===== src/rtl/seq_bit_serializer.sv =====
// Parallel-to-serial front end for the 1101 sequence detector: valid/ready word input,
// one-word holding buffer, gapless one-bit-per-clock output on ser_bit.
//
// state | meaning
// IDLE  | nothing shifting; ser_bit parked at IDLE_BIT
// SHIFT | a word is being emitted, bit_cnt = index of the bit on ser_bit
module seq_bit_serializer #(
  parameter int   DATA_W    = 8,
  parameter bit   MSB_FIRST = 1'b1,
  parameter logic IDLE_BIT  = 1'b0
) (
  input  logic              clk,
  input  logic              rst_n,
  input  logic [DATA_W-1:0] in_data,
  input  logic              in_valid,
  output logic              in_ready,
  output logic              ser_bit,
  output logic              bit_valid,
  output logic              frame_start,
  output logic              busy
);

  localparam int CW = (DATA_W > 1) ? $clog2(DATA_W) : 1;
  localparam logic [CW-1:0] LAST = CW'(DATA_W - 1);

  typedef enum logic {IDLE, SHIFT} state_t;

  state_t            state, state_next;
  logic [CW-1:0]     bit_cnt, cnt_next;
  logic [DATA_W-1:0] shift_q, hold_q, in_ord;
  logic              hold_full, hold_next, ready_next;
  logic              accept, last_bit, load_hold, load_in, write_hold;

  // Words are stored pre-ordered so the next outgoing bit is always the MSB.
  function automatic logic [DATA_W-1:0] order_bits(input logic [DATA_W-1:0] w);
    logic [DATA_W-1:0] r;
    r = w;
    if (!MSB_FIRST) begin
      for (int i = 0; i < DATA_W; i++) r[i] = w[DATA_W-1-i];
    end
    return r;
  endfunction

  always_comb begin
    in_ord     = order_bits(in_data);
    accept     = in_valid && in_ready;
    last_bit   = (state == SHIFT) && (bit_cnt == LAST);
    load_hold  = last_bit && hold_full;
    load_in    = accept && ((state == IDLE) || (last_bit && !hold_full));
    write_hold = accept && !load_in;
    hold_next  = write_hold || (hold_full && !load_hold);
    state_next = state;
    if (load_hold || load_in) state_next = SHIFT;
    else if (last_bit)        state_next = IDLE;
    cnt_next = '0;
    if (!(load_hold || load_in) && (state == SHIFT) && !last_bit) cnt_next = bit_cnt + 1'b1;
    // Ready also in the last-bit cycle of a word, since hold drains at that edge.
    ready_next = !hold_next || ((state_next == SHIFT) && (cnt_next == LAST));
  end

  always_ff @(posedge clk or negedge rst_n) begin
    if (!rst_n) begin
      state       <= IDLE;
      bit_cnt     <= '0;
      shift_q     <= '0;
      hold_q      <= '0;
      hold_full   <= 1'b0;
      in_ready    <= 1'b0;
      ser_bit     <= IDLE_BIT;
      bit_valid   <= 1'b0;
      frame_start <= 1'b0;
      busy        <= 1'b0;
    end else begin
      state       <= state_next;
      bit_cnt     <= cnt_next;
      hold_full   <= hold_next;
      in_ready    <= ready_next;
      bit_valid   <= (state_next == SHIFT);
      frame_start <= load_hold || load_in;
      busy        <= (state_next == SHIFT) || hold_next;
      if (write_hold) hold_q <= in_ord;
      if (load_hold) begin
        ser_bit <= hold_q[DATA_W-1];
        shift_q <= hold_q << 1;
      end else if (load_in) begin
        ser_bit <= in_ord[DATA_W-1];
        shift_q <= in_ord << 1;
      end else if ((state == SHIFT) && !last_bit) begin
        ser_bit <= shift_q[DATA_W-1];
        shift_q <= shift_q << 1;
      end else begin
        ser_bit <= IDLE_BIT;
      end
    end
  end

endmodule


===== config.mk =====
export PLATFORM = sky130hd
export DESIGN_NAME = seq_bit_serializer
export DESIGN_NICKNAME = d
export VERILOG_FILES = /design/src/rtl/seq_bit_serializer.sv
export SDC_FILE = /design/constraint.sdc
export NUM_CORES = 1
export LEC_CHECK = 0
export BUFFER_PORTS_ARGS = -buffer_cell sky130_fd_sc_hd__buf_2
export CAP_MARGIN = 20
export CORE_MARGIN = 2
export CORE_UTILIZATION = 58
export CTS_BUF_LIST = sky130_fd_sc_hd__clkbuf_8
export CTS_CLUSTER_SIZE = 40
export DETAILED_ROUTE_END_ITERATION = 10
export PLACE_DENSITY = 0.81
export RECOVER_POWER = 100
export SLEW_MARGIN = 10
export SYNTH_ARGS = -nofsm -noshare
export SYNTH_HDL_FRONTEND = slang
export SYNTH_SLANG_ARGS = --single-unit

===== constraint.sdc =====
create_clock -name clk -period 2 [get_ports clk]
set_input_delay 0.2 -clock clk [delete_from_list [all_inputs] [get_ports clk]]
set_output_delay 0.2 -clock clk [all_outputs]
set_load 0.01 [all_outputs]

==> summary.md <==
| Metric | Value |
|---|---|
| Antenna Diode Count | 0 |
| Hold Fails Final Rpt | 0 |
| Gpl congestion | roughly 0.86 |
| Clk root buf | clkbuf_8 |
| Vias in the first global route | 642 |
| Total CTS buffers | 3 |
| Setup violations, final | 0 |
| Max-Cap Viols | 0 |
| Crit path DAT | about 1900 ps |
| R2r setup slk | 210 ps |
| Die Area | about 0.0023 sq mm |
| First-pass GRT wire length | 3008 microns |
| Setup TNS | 0 ps |
| Via/cell ratio | about 5.7 |
| First drt pass iteration count | 4 |
| Critical path type | flop to flop |
| # rows | 15 |
| Worst-margin pin slew | 1212 ps |
| Clk buf depth | 2 |
| Sw Ratio | 0.2035 |
| Most frequent CP cell | ha_1 |
| Synthesis Warnings | 0 |
| Pre-CTS WS | 273.9 ps |
| Die width | 48.21 microns |
| I/O pin cnt | 16 |
| Port Buf Inserts | 15 |
| Slowest stage delay, CP | approximately 400 ps |
| RSZ-0062 raised after global routing | no |
| Most common cell after layout, fill and taps aside | dfrtp_1 |
| R2R Path Start | bit_cnt[0] |
| HP Class | input port to flop |
| Gr usage total | 0.1960 |
| Startpoint types | flop |
| VDD IR max | between 0.5 and 0.6 mV |
| Part of the power in combinational logic | 0.029 |
| HP Start | in_data[1] |
| Final period util | 0.8967 |
| Worst Skew | 1.410 ps |
| Synth unique cells | 28 |
| Hpwl dp | 1410 microns |
| Worst Path Max Fanout | 13 |
| Final Critical Period | 1793 ps |
| Slowest cell on crit path | dfrtp_1 |
| Final worst slack | just over 200 ps |
| Layout cells sized above 1 | 0.1495 |
| Most frequent cells in the layout | dfrtp_1, nand2_1, buf_2 |
| Cts repair resizes | 0 |
| Data required time at the worst endpoint | 2150 ps |
| Antenna Nets Post-Route | 0 |
| # fillers | about 150 |
| Power Density | roughly 650 mW/mm^2 |
| Reg power frac | 0.615 |
| CP endpoint kind | flop |
| Min-Delay Endpoint | hold_q[1] |
| CTS tree | built |
| Initial DRC count | 28 |
| Initial Util | 0.6358 |
| DR DRC count | 0 |
| Die Ht | about 48 microns |
| Syn Inst Count | roughly 90 |
| Mapped cell area | between 0.001 and 0.0015 sq mm |
| Int Pwr | 627.6 uW |
| Cell chain of the critical path | ha_1, ha_1, nand2b_1, nand3_4, mux2_1 |
| Lkg Pwr | slightly below 0.6 nW |
| H-tree levels | 1 |
| Clk pwr share | 0.356 |
| Core footprint | 0.001783 sq mm |
| Max Fclk | around 0.56 GHz |
| Initial antenna violation count | 0 |
| Status | finished, final reports clean |
| Fin. max-slew vios | 0 |
| CTS hold repair buffers | 1 |
| Total congestion overflow | 0 |
| Area delta synth->final | 6.292% |
| Routed vias | 756 |
| Syn Area/Cell | between 10 and 15 sq um |
| Worst-skew pair later-pin latency | 260 ps |
| Synthesized flop and latch total | 24 |
| Sw power | about 160 uW |
| Postcts setup bufs | 0 |
| Synth Net Count | 105 |
| Final WL | roughly 2000 microns |
| Clock transition at the registers of the reported paths | about 80 ps |
| Part of the Yosys area used for sequential elements | 0.5298 |
| Worst slew margin | 0.1917 |
| Hold Crit Depth | 2 |
| Largest net degree at the start of global routing | 25 |
| Avg WL per Cell | around 15 microns |
| Worst r2r path cells | 5 |
| Nets | 122 |
| Clk sinks | 24 |
| R2R Path End | hold_q[6] |
## kinds of logic after synthesis
family,Yosys count,synth area share
simple gates,31,0.1601
flops,24,0.5298
compound gates,22,0.1457
mux,8,0.1060
buf+inv,5,0.03642
fa+ha+maj,2,0.02207
## Yosys cell counts, drive strengths merged
| cell type | number | area [sq um] |
|---|---|---|
| dfrtp | 24 | 600.6 |
| nand2 | 15 | 56.30 |
| mux2 | 8 | 120.1 |
| a32oi | 4 | 35.03 |
| buf | 4 | 37.53 |
| o21ai | 4 | 20.02 |
| and2 | 3 | 21.27 |
| nand3 | 3 | 27.53 |
| nand3b | 3 | 22.52 |
| a22o | 2 | 17.52 |
| a31o | 2 | 17.52 |
| a31oi | 2 | 12.51 |
| a32o | 2 | 20.02 |
| ha | 2 | 25.02 |
| nand2b | 2 | 27.53 |
| nor2 | 2 | 7.510 |
| o22ai | 2 | 12.51 |
| o2bb2ai | 2 | 17.52 |
| a21o | 1 | 7.510 |
| a21oi | 1 | 5.000 |
| and3 | 1 | 6.260 |
| inv | 1 | 3.750 |
| nor2b | 1 | 6.260 |
| or3 | 1 | 6.260 |
## stage by stage
stage	utilization	hold slack, ps	cell area [sq um]	power, mW	instances
final	0.6758	162.3	1205	0.7880	132
after global routing	0.6758	160.0	1205	0.8174	132
after CTS	0.7032	178.2	1254	0.7923	132
after detailed placement	0.6744	197.9	1202	0.5172	128
after global placement	0.6744	195.1	1202	0.5166	128
after floorplan	-	-95.59	1134	0.4952	92
## power groups by stage
stage	Combinational (mW)	Clock (mW)	Sequential, mW
after global placement	0.0221	0	0.494
after CTS	0.0243	0.283	0.485
after global routing	0.0260	0.307	0.485
after floorplan	0.000604	0	0.495
final	0.0227	0.281	0.485
after detailed placement	0.0228	0	0.494
## state kept, by name (all words and copies together), names as in the netlist
name,cells
hold_q,8
ser_bit,1
busy,1
frame_start,1
state,1
in_ready,1
bit_cnt,3
hold_full,1
shift_q,7
## layout make-up
cell class	instances	area [sq um]	share of cell area
Inverter	1	3.754	0.003115
Tap cell	25	31.28	0.02596
Clock buffer	3	41.29	0.03427
Multi-Input combinational cell	63	450.4	0.3738
Timing Repair Buffer	16	77.57	0.06438
Sequential cell	24	600.6	0.4984
## metal layers
layer	track usage	vias to the layer above	wire length, microns
met1	0.2660	363	891
met4	0.07027	0	21
met3	0.08148	2	132
li1	-	369	-
met5	0	-	0
met2	0.2816	22	915
## critical path: cells and delay by family (launching register included)
family | cells | cell delay [ps]
flip-flops | 1 | 390
multiplexers | 1 | 380
adder cells (fa/ha/maj) | 2 | 500
AND/OR/NAND/NOR | 2 | 410
## worst max-delay path by stage
stage | from | end | cells after the start
floorplan | bit_cnt[0] | shift_q[3] | 6
global placement | bit_cnt[0] | ser_bit | 5
detailed placement | bit_cnt[0] | ser_bit | 5
CTS | bit_cnt[0] | ser_bit | 5
global route | bit_cnt[0] | hold_q[6] | 5
finish | bit_cnt[0] | hold_q[6] | 5
Power figures use the tool's default switching activity.
